`src/rtl/dmem_pkg.sv`:
```
// dmem_pkg: shared access-size encodings, FSM states and timeout default for the data-memory controller
package dmem_pkg;
  localparam int TIMEOUT_DEF = 255;
  localparam logic [2:0] DT_W  = 3'b000;
  localparam logic [2:0] DT_H  = 3'b001;
  localparam logic [2:0] DT_HU = 3'b010;
  localparam logic [2:0] DT_B  = 3'b011;
  localparam logic [2:0] DT_BU = 3'b100;
  typedef enum logic [1:0] {S_IDLE, S_REQ, S_DONE} state_t;
  function automatic logic is_half(input logic [2:0] t);
    return t == DT_H || t == DT_HU;
  endfunction
  function automatic logic is_byte(input logic [2:0] t);
    return t == DT_B || t == DT_BU;
  endfunction
endpackage

```
`src/rtl/dmem_align.sv`:
```
// dmem_align: store lane replication/byte enables and load lane extraction with sign/zero extension
module dmem_align
  import dmem_pkg::*;
(
  input  logic [2:0]  i_st_type,
  input  logic [1:0]  i_st_off,
  input  logic        i_we,
  input  logic [31:0] i_wdata,
  input  logic [2:0]  i_ld_type,
  input  logic [1:0]  i_ld_off,
  input  logic [31:0] i_rword,
  output logic [3:0]  o_be,
  output logic [31:0] o_wdata,
  output logic [31:0] o_rdata
);
  logic [7:0]  w_b;
  logic [15:0] w_h;
  // pick the addressed lane and extend it; unknown size codes behave as word
  always_comb begin
    w_b = i_rword[{i_ld_off, 3'b000} +: 8];
    w_h = i_ld_off[1] ? i_rword[31:16] : i_rword[15:0];
    o_rdata = is_byte(i_ld_type) ? {{24{w_b[7] & (i_ld_type == DT_B)}}, w_b} :
              is_half(i_ld_type) ? {{16{w_h[15] & (i_ld_type == DT_H)}}, w_h} : i_rword;
    o_be = !i_we ? 4'hf :
           is_byte(i_st_type) ? 4'b0001 << i_st_off :
           is_half(i_st_type) ? (i_st_off[1] ? 4'b1100 : 4'b0011) : 4'hf;
    o_wdata = is_byte(i_st_type) ? {4{i_wdata[7:0]}} :
              is_half(i_st_type) ? {2{i_wdata[15:0]}} : i_wdata;
  end
endmodule

```
`src/rtl/dmem_ctrl.sv`:
```
// dmem_ctrl: MEM-stage data memory controller with stall, misalign detection and ack timeout
module dmem_ctrl
  import dmem_pkg::*;
#(
  parameter int TIMEOUT = TIMEOUT_DEF
) (
  input  logic        clk,
  input  logic        rst,
  input  logic        mem_rd,
  input  logic        mem_wr,
  input  logic [2:0]  dm_type,
  input  logic [31:0] addr,
  input  logic [31:0] wdata,
  output logic [31:0] rdata,
  output logic        stall,
  output logic        misalign,
  output logic        bus_err,
  output logic        dm_req,
  output logic        dm_we,
  output logic [31:0] dm_addr,
  output logic [3:0]  dm_be,
  output logic [31:0] dm_wdata,
  input  logic        dm_ack,
  input  logic [31:0] dm_rdata
);
  localparam int CW = $clog2(TIMEOUT + 1);
  state_t        r_state, w_next;
  logic [CW-1:0] r_cnt;
  logic [2:0]    r_type;
  logic [1:0]    r_off;
  logic          w_pend, w_start, w_tmo, w_fin;
  logic [3:0]    w_be;
  logic [31:0]   w_wdata, w_ld;

  assign w_pend   = mem_rd | mem_wr;
  assign misalign = w_pend & (is_half(dm_type) ? addr[0] : !is_byte(dm_type) && addr[1:0] != 2'b00);
  assign dm_req   = r_state == S_REQ;

  dmem_align u_align (
    .i_st_type (dm_type),
    .i_st_off  (addr[1:0]),
    .i_we      (mem_wr),
    .i_wdata   (wdata),
    .i_ld_type (r_type),
    .i_ld_off  (r_off),
    .i_rword   (dm_rdata),
    .o_be      (w_be),
    .o_wdata   (w_wdata),
    .o_rdata   (w_ld)
  );

  // next state, completion and stall; a store wins when both flags are set because mem_wr drives the write flag
  always_comb begin
    w_start = r_state == S_IDLE && w_pend && !misalign;
    w_tmo   = r_state == S_REQ && !dm_ack && r_cnt == CW'(TIMEOUT - 1);
    w_fin   = r_state == S_REQ && (dm_ack || w_tmo);
    w_next  = w_start ? S_REQ : w_fin ? S_DONE : r_state == S_DONE ? S_IDLE : r_state;
    stall   = w_start || r_state == S_REQ;
  end

  // state register
  always_ff @(posedge clk) begin
    if (rst) r_state <= S_IDLE;
    else     r_state <= w_next;
  end

  // request capture, wait counter, error pulse and load result
  always_ff @(posedge clk) begin
    if (rst) begin
      r_cnt    <= '0;
      r_type   <= '0;
      r_off    <= '0;
      dm_we    <= 1'b0;
      dm_addr  <= '0;
      dm_be    <= '0;
      dm_wdata <= '0;
      rdata    <= '0;
      bus_err  <= 1'b0;
    end else begin
      r_cnt   <= r_state == S_REQ ? r_cnt + 1'b1 : '0;
      bus_err <= w_tmo;
      if (w_start) begin
        r_type   <= dm_type;
        r_off    <= addr[1:0];
        dm_we    <= mem_wr;
        dm_addr  <= {addr[31:2], 2'b00};
        dm_be    <= w_be;
        dm_wdata <= w_wdata;
      end
      if (w_fin && !dm_we) rdata <= w_tmo ? '0 : w_ld;
    end
  end
endmodule

```
`config.mk`:
```
export PLATFORM = sky130hd
export DESIGN_NAME = dmem_ctrl
export DESIGN_NICKNAME = d
export VERILOG_FILES = /design/src/rtl/dmem_pkg.sv /design/src/rtl/dmem_align.sv /design/src/rtl/dmem_ctrl.sv
export SDC_FILE = /design/constraint.sdc
export NUM_CORES = 1
export LEC_CHECK = 0
export CAP_MARGIN = 30
export CORE_MARGIN = 5
export CORE_UTILIZATION = 48
export DETAILED_ROUTE_END_ITERATION = 10
export GPL_TIMING_DRIVEN = 0
export HOLD_SLACK_MARGIN = 0.15
export PLACE_DENSITY = 0.82
export SYNTH_ARGS = -nofsm -noshare
export SYNTH_HDL_FRONTEND = slang
export SYNTH_HIERARCHICAL = 1
export SYNTH_SLANG_ARGS = --single-unit
```
`constraint.sdc`:
```
create_clock -name clk -period 2.5 [get_ports clk]
set_input_delay 0.5 -clock clk [delete_from_list [all_inputs] [get_ports clk]]
set_output_delay 0.5 -clock clk [all_outputs]
set_load 0.02 [all_outputs]
```
== After elaboration in Yosys (flattened, before gate mapping) ==
Cells that the tools add are included.
Storage, ports and cells
  register bits after elaboration: 115
  logic and storage cells: 67
  output and inout bits: 105
Cells by class
  bitwise logic cells: 5
  reductions and logical operators: 23
  shifts and indexed selects: 2
  mux-type cells: 14
  add/sub/neg operators: 1
  eq/ne operators: 11
Operator list (number)
  $mux W32: 5
  $shiftx A32 B6 Y8: 1
  $mux W16: 1
  $mux W4: 4
  $eq A3 B2 Y1 const B: 4
  $add A8 B1 Y8 const B: 1
  $eq A8 B8 Y1 const B: 1
  $logic_and A1 B1 Y1: 7
  $eq A3 B1 Y1 const B: 2
  $eq A3 B3 Y1 const B: 2
  $logic_or A1 B1 Y1: 6
  $logic_not A1 Y1: 4
  $mux W2: 2
  $reduce_bool A2 Y1: 2
  $reduce_or A2 Y1: 2
  $shl A1 B2 Y4 const A: 1
  $and A1 B1 Y1: 3
  $reduce_bool A3 Y1: 1
  $eq A2 B1 Y1 const B: 1
  $eq A2 B2 Y1 const B: 1
  $logic_not A2 Y1: 1
  $mux W1: 2
  $not A1 Y1: 1
  $or A1 B1 Y1: 1

== Logic depth before layout (Yosys ltp) ==
Gate-level depths: netlist of run 1.
  word-level depth: 9
  gate-level depth with buffers: 7

== Modules after synthesis ==
The synthesis of run 1 kept the hierarchy.
By module, submodules not included
  dmem_ctrl: cells an instance 452, times used 1, sequential area each 2302.2 µm², area an instance 4883.4 µm²
  dmem_align: cells an instance 237, times used 1, sequential area each 0.0 µm², area an instance 1835.5 µm²

== Worst setup path before layout of run 1 ==
No wires, ideal clock.
  path type: input port to flip-flop
  from: input port dm_type[0]
  to: register dm_wdata[10]
  arrival time: 1831 ps
  stages on the path: 6
  slack: 551 ps
  path buffers: 1
  cells stage by stage: buf_4 -> or2_2 -> mux2i_2 -> mux2_2 -> nand2b_1 -> mux2i_1
Between the ends
  elaborated cells on any way between the ends: 13
  those cells by class: eq/ne: 4; mux: 2; bitwise: 1; reduce/logical: 6
RTL lines
  from (decl): RTL line dmem_ctrl.sv:11  | input logic [2:0] dm_type,
  $eq A3 B2 Y1 / $eq A3 B3 Y1 (equally long branches): RTL line dmem_pkg.sv:14  | return t == DT_B || t == DT_BU;
  $logic_or A1 B1 Y1 *: RTL line dmem_pkg.sv:14
  $mux W32 *: RTL line dmem_align.sv:27  | o_wdata = is_byte(i_st_type) ? {4{i_wdata[7:0]}} :
  named net w_wdata[10]: RTL line dmem_ctrl.sv:33  | logic [31:0] w_wdata, w_ld;
  to (signal assigned): RTL line dmem_ctrl.sv:88  | dm_wdata <= w_wdata;
  to (decl): RTL line dmem_ctrl.sv:22  | output logic [31:0] dm_wdata,
The timed path passes the listed nets; every way through them passes the cells marked *.
A chain may end at the register's enable or synchronous reset.

== Worst setup path after layout of run 1 ==
  from: input port mem_rd
  to: output port stall
Between the ends
  word-level cells in the longest chain between the ends: 5
  elaborated cells on any way between the ends: 6
  those cells by class: bitwise: 2; reduce/logical: 4
Ends and longest elaborated chain
  from (decl): RTL line dmem_ctrl.sv:9  | input logic mem_rd,
  $or A1 B1 Y1 *: RTL line dmem_ctrl.sv:35  | assign w_pend = mem_rd | mem_wr;
  $and A1 B1 Y1: RTL line dmem_ctrl.sv:36  | assign misalign = w_pend & (is_half(dm_type) ? addr[0] : !is_byte(dm_type) && addr[1:0] != 2'b00);
  $logic_not A1 Y1: RTL line dmem_ctrl.sv:54  | w_start = r_state == S_IDLE && w_pend && !misalign;
  $logic_and A1 B1 Y1 *: RTL line dmem_ctrl.sv:54
  $logic_or A1 B1 Y1 *: RTL line dmem_ctrl.sv:58  | stall = w_start || r_state == S_REQ;
  to (decl): RTL line dmem_ctrl.sv:15  | output logic stall,
Mark *: on every way between the ends. The rest lies on a longest branch, timed or not.

==> qor.yml, run 1 <==
place_area_um2: 9020
insertedDiodeCount: 0
grt.total_usage_pct: 24.1
cts_tree: "yes"
yosys_warnings: 6
max_cap_violations: 0
placeableCoreArea_um2: 13800
routedWlPerCell_um: 18.0
hp-start: "dm_wdata[9]$_SDFFE_PP0P_"
fp-row-count: 43
drc: 0
synth-edff-count: 0
synth_ff_type: "dfxtp_1"
synth_area_um2: 6720
post_cts_resized: 10
final_layout_size_suffix_gt1_share_pct: 12.7
setup_viol: 0
p_sw_uw: 1720
synth_cell_type_count: 65
power_density_nw_per_um2: 640
antenna_left: 0
fin_nets: 1022
drt_iter0_drc: 582
final_area_um2: 9590
hold_buffers: 0
insertion_delay_ps: 410
vias: 5951
dp_cells: 1077
syn_area_per_cell_um2: 9.75
cp.arrival_ps: 1900
rr_startpoint: "r_off[1]$_SDFFE_PP0P_"
synthCells: 689
slowest_stage: "clkdlybuf4s50_1"
firstDrtPassIters: 5
status: "completed"
internal_power_uw: 4420
vdd_drop_max_mv: 0.414
async_reset_ff_share_pct: 0
skew_ps: 8.62
synth_seq_cells: 115
fin_crit_sh_pct: 96.2
cts_sinks: 115
gp_congestion: 0.915
cpPeakStageDelay_ps: 460
crit_path_start_kind: "primary input"
required_ps: 2000
critPathLaunch: "mem_rd"
seq_area_frac_synth_pct: 34.3
crit_chain: "clkdlybuf4s50_1 > nor2_1 > or3_4 > a31o_2 > nand2b_1 > buf_2"
grt_start_max_net_pins: 17
grt_pass1_vias: 5967
drt_wl_total_mm: 19.9
num-fill-cells: 1054
clock.fmax_ghz: 0.416
worstPathMaxFanout: 4
relSlewSlack_pct: 55.3
routed_via_density: 5.37
period_minus_slack_ps: 2400
power.leakage_uw: 0.00373
tightest_slew_ps: 658
die-area_um2: 16500
cts_max_level: 4
area_growth_pct: 42.7
grt_pass1_wl_mm: 31.6
rsz0062_at_grt: "false"
pwr-share-clk_pct: 39.8
initial_core_util_pct: 48.6
cts_inserted_buffers: 17
grt-ovfl-total: 0
cts_root_buf: "clkbuf_16"
clkSlewWorstSetupHoldPaths_ps: 50
cp-end-kind: "primary output"
power_frac_comb_pct: 26.5
grt_antenna_before_repair: 0
pwr-share-seq_pct: 33.7
cts.path.max_buffers: 2
layout_commonest_cell: "clkdlybuf4s50_1"
fin_cells: 1108
layout_common_cells: "clkdlybuf4s50_1 (198), nand2b_1 (147), dfxtp_1 (115)"
hp-class: "reg2reg"
postCtsSetupBuffers: 0
dieHeight_um: 128
dieWidth_um: 128
slew_violations: 0
port_buffers: 206
dp_hpwl_mm: 14.7
ios: 209
criticalPathCategory: "in2out"
finalHoldViolations: 0
switching_share_pct: 28.1
[power groups by stage]
stage | clock network, µW | logic, µW | registers (µW)
floorplan | 0 | 822 | 2250
global placement | 0 | 1610 | 2100
detailed placement | 0 | 1620 | 2100
CTS | 2470 | 1630 | 2070
global route | 2570 | 1730 | 2080
finish | 2440 | 1630 | 2070
[critical path: cells and delay by family]
kind | cells | cell delay, ps
buf+inv | 2 | 630
simple gates | 3 | 530
compound gates | 1 | 250
[state kept, by name, indices dropped and copies added (netlist names)]
register  count
bus_err       1
dm_we         1
r_state       2
rdata        32
r_cnt         8
dm_addr      30
r_type        3
dm_be         4
dm_wdata     32
r_off         2
[path summary, 6_finish.rpt]
kind | cells past startpoint | slack, ps | end
worst min-delay path | 2 | 470 | dm_wdata[9]$_SDFFE_PP0P_
worst max register to register | 6 | 500 | rdata[28]$_SDFFE_PP0P_
worst min register to register | 2 | 470 | dm_wdata[9]$_SDFFE_PP0P_
worst max-delay path | 6 | 100 | stall
[through the flow]
stage          setup slack [ps]  util (%)  hold slack, ps  total power, µW  TNS [ps]
5_1_grt                    41.5      69.4             487             6390         0
4_1_cts                    1.72      69.4             474             6170         0
2_1_floorplan               551         -             445             3070         0
3_3_place_gp               -521      65.2             457             3710     -7940
6_report                   95.3      69.4             471             6140         0
3_5_place_dp               -537      65.2             459             3720     -5720
[metal layers]
layer  vias up  part of all wire (%)  global-route usage, %
li1       2898                     -                      -
met1      2761                    43                   31.3
met2       250                    46                   37.8
met3        42                   8.1                   7.67
met4         0                   2.2                   8.24
met5         -                     0                      0
[synthesized netlist by cell type (4+ instances only)]
cell type  number  area [µm²]
a21boi_0        9        67.6
buf_2          12        60.1
nand2b_1      147         920
o21ai_0        17        85.1
o311a_1         8        80.1
or3_1           7        43.8
dfxtp_1       115        2300
o211ai_1        8        60.1
buf_12          8         160
a21o_1         16         120
buf_4          17         128
nor2_1         25        93.8
inv_1          16        60.1
clkbuf_1       23        86.3
xor2_1          5        43.8
mux2i_1        83         831
a21oi_1        10        50.1
mux4_2          8         180
a22o_1         32         280
nand3_1         4        20.0
mux2_2         23         259
nand2_1         9        33.8
nor3_1          9        45.0
or2b_1          7        52.6
o41ai_1         7        61.3
a2bb2oi_1       8        70.1
[layout make-up]
| type | count | area (µm²) | share of cell area (%) |
|---|---|---|---|
| well taps | 180 | 225 | 2.35 |
| inverters | 16 | 60.1 | 0.626 |
| multi-input cells | 496 | 3900 | 40.7 |
| clock buffers | 22 | 454 | 4.74 |
| plain buffers | 63 | 460 | 4.80 |
| flip-flops and latches | 115 | 2300 | 24.0 |
| repair buffers | 207 | 2060 | 21.4 |
| clock inverters | 9 | 131 | 1.37 |
[kinds of logic after synthesis]
family	share of synthesized area [%]
buffers and inverters	7.75
adder cells (fa/ha/maj)	0.521
AND/OR/NAND/NOR	20.9
XOR/XNOR	1.53
AO/OA/AOI/OAI	15.8
multiplexers	19.1
flip-flops	34.3
other	0.0558
Note: power is estimated with default switching activity, not from simulation.
==> run 2, diff against run 1 <==
--- a/config.mk
+++ b/config.mk
@@ -7,11 +7,11 @@
 export LEC_CHECK = 0
 export CAP_MARGIN = 30
 export CORE_MARGIN = 5
-export CORE_UTILIZATION = 48
+export CORE_UTILIZATION = 43
 export DETAILED_ROUTE_END_ITERATION = 10
 export GPL_TIMING_DRIVEN = 0
 export HOLD_SLACK_MARGIN = 0.15
-export PLACE_DENSITY = 0.82
+export PLACE_DENSITY = 0.78
 export SYNTH_ARGS = -nofsm -noshare
 export SYNTH_HDL_FRONTEND = slang
 export SYNTH_HIERARCHICAL = 1
==> constraint.sdc (replaced) <==
create_clock -name clk -period 2.1 [get_ports clk]
set_input_delay 0.42 -clock clk [delete_from_list [all_inputs] [get_ports clk]]
set_output_delay 0.42 -clock clk [all_outputs]
set_load 0.02 [all_outputs]
==> qor.yml, run 2 (synthesis gave the netlist of run 1 again) <==
antenna_left: 0  # unchanged
utilization_pct: 63.5  # was 69.4%
area_growth_pct: 44.3  # was 42.7%
cpPeakStageDelay_ps: 460  # about the same
clkSlewWorstSetupHoldPaths_ps: 50  # about the same
power_frac_comb_pct: 26.4  # was 26.5%
cts_tree: "yes"  # unchanged
slew_violations: 0  # unchanged
slowest_stage: "or3b_4"  # was clkdlybuf4s50_1
grt-ovfl-total: 0  # unchanged
grt_antenna_before_repair: 1  # was 0
pwr-share-clk_pct: 40.5  # was 39.8%
max_cap_violations: 0  # unchanged
reg_top3: "dm_wdata x32, rdata x32, dm_addr x30"  # unchanged
cts.path.max_buffers: 2  # unchanged
grt_pass1_vias: 5852  # was 5967
ios: 209  # unchanged
fin_nets: 1023  # was 1022
layout_commonest_cell: "clkdlybuf4s50_1"  # unchanged
period_minus_slack_ps: 2060
criticalPathCategory: "in2out"  # unchanged
power_density_nw_per_um2: 765  # was 640 nW/µm²
cts_max_level: 4  # unchanged
crit_chain: "dlygate4sd2_1 > or3b_4 > nand3_1 > nor2_1 > clkdlybuf4s15_1"  # was clkdlybuf4s50_1 > nor2_1 > or3_4 > a31o_2 > nand2b_1 > buf_2
routedWlPerCell_um: 17.6  # was 18.0 µm
cp.arrival_ps: 1640  # was 1900 ps
internal_power_uw: 5370  # was 4420 µW
port_buffers: 206  # unchanged
insertedDiodeCount: 0  # unchanged
vias: 6025  # was 5951
cts_inserted_buffers: 17  # unchanged
finalHoldViolations: 0  # unchanged
routed_via_density: 5.28  # was 5.37
grt_start_max_net_pins: 17  # unchanged
crit_path_start_kind: "primary input"  # unchanged
grt.total_usage_pct: 21.4  # was 24.1%
grt_pass1_wl_mm: 31.2  # was 31.6 mm
insertion_delay_ps: 410  # about the same
path_delay_family: "simple AND/OR/NAND/NOR gates"  # was buffers and inverters
rsz0062_at_grt: "false"  # unchanged
required_ps: 1680  # was 2000 ps
hold_ws_ps: 376  # was 471 ps
tightest_slew_ps: 638  # was 658 ps
dieHeight_um: 135  # was 128 µm
fin_crit_sh_pct: 98.2
tns_ps: 0  # unchanged
crit_buf_inv: 2  # unchanged
relSlewSlack_pct: 57.4  # was 55.3%
die-area_um2: 18200  # was 16500 µm²
cts_sinks: 115  # unchanged
initial_core_util_pct: 44.0  # was 48.6%
drt_wl_total_mm: 20.1  # was 19.9 mm
skew_ps: 5.62  # was 8.62 ps
switching_share_pct: 27.5  # was 28.1%
vdd_drop_max_mv: 0.550  # was 0.414 mV
dieWidth_um: 135  # was 128 µm
power_uw: 7410  # was 6140 µW
final_layout_size_suffix_gt1_share_pct: 13.7  # was 12.7%
clock.fmax_ghz: 0.485
drt_iter0_drc: 405  # was 582
p_sw_uw: 2040  # was 1720 µW
placeableCoreArea_um2: 15300  # was 13800 µm²
gp_congestion: 0.890  # was 0.915
fp-row-count: 45  # was 43
worstPathMaxFanout: 5  # was 4
dp_hpwl_mm: 14.8  # was 14.7 mm
hp-class: "in2reg"  # was reg2reg
cp-end-kind: "primary output"  # unchanged
drc: 0  # unchanged
pwr-share-seq_pct: 33.2  # was 33.7%
cts_root_buf: "clkbuf_16"  # unchanged
setup_viol: 0  # unchanged
firstDrtPassIters: 5  # unchanged
power.leakage_uw: 0.00377  # was 0.00373 µW
status: "completed"  # unchanged
layout_common_cells: "clkdlybuf4s50_1 (196), nand2b_1 (147), dfxtp_1 (114)"  # was clkdlybuf4s50_1 (198), nand2b_1 (147), dfxtp_1 (115)
run 2: repair_timing:
action                                  CTS  global route
hold buffers                              0             0
pin swaps                                 1             0
setup buffers                             1             0
endpoints found under the setup margin   23             7
gates resized for setup                  22             9
endpoints found under the hold margin     0             0
run 2: layer usage:
metal | GRT usage (%) | wire, µm
met4 | 5.99 | 317
met1 | 27.8 | 8640
met3 | 8.12 | 1980
met5 | 0 | 11
met2 | 33.3 | 9180
run 2: final timing paths:
kind,from,cells after the start,to,slack [ps]
min reg2reg,rdata[5]$_SDFFE_PP0P_,1,rdata[5]$_SDFFE_PP0P_,470
min,dm_type[1],3,r_type[1]$_SDFFE_PP0P_,380
max,dm_type[0],5,misalign,40
max reg2reg,r_off[1]$_SDFFE_PP0P_,6,rdata[22]$_SDFFE_PP0P_,40
run 2: layout make-up:
type	count	area, µm²
Multi-Input combinational cell	496	3930
Inverter	16	60.1
Fill cell	1264	5560
Clock inverter	8	124
Tap cell	211	264
Buffer	63	460
Timing Repair Buffer	208	2060
Sequential cell	115	2300
Clock buffer	24	492
run 2: through the flow:
stage	std cells	worst slack, ps	cell area (µm²)
global placement	1107	-783	9050
global route	1141	0.269	9690
floorplan	690	231	6720
finish	1141	38.0	9690
detailed placement	1108	-764	9060
CTS	1141	10.9	9690
run 2: worst register-to-register path, cell delays in order (launching register included):
cell     delay (ps)
dfxtp_1         380
buf_6           160
mux4_2          560
a22o_4          310
buf_6           150
a21o_1          170
a22o_1          220
run 2: power groups by stage:
stage / sequential (µW) / clock, µW / combinational (µW)
global placement: 2500 / 0 / 1920
CTS: 2460 / 3050 / 1950
global route: 2480 / 3170 / 2070
detailed placement: 2500 / 0 / 1930
floorplan: 2680 / 0 / 978
finish: 2460 / 3000 / 1950
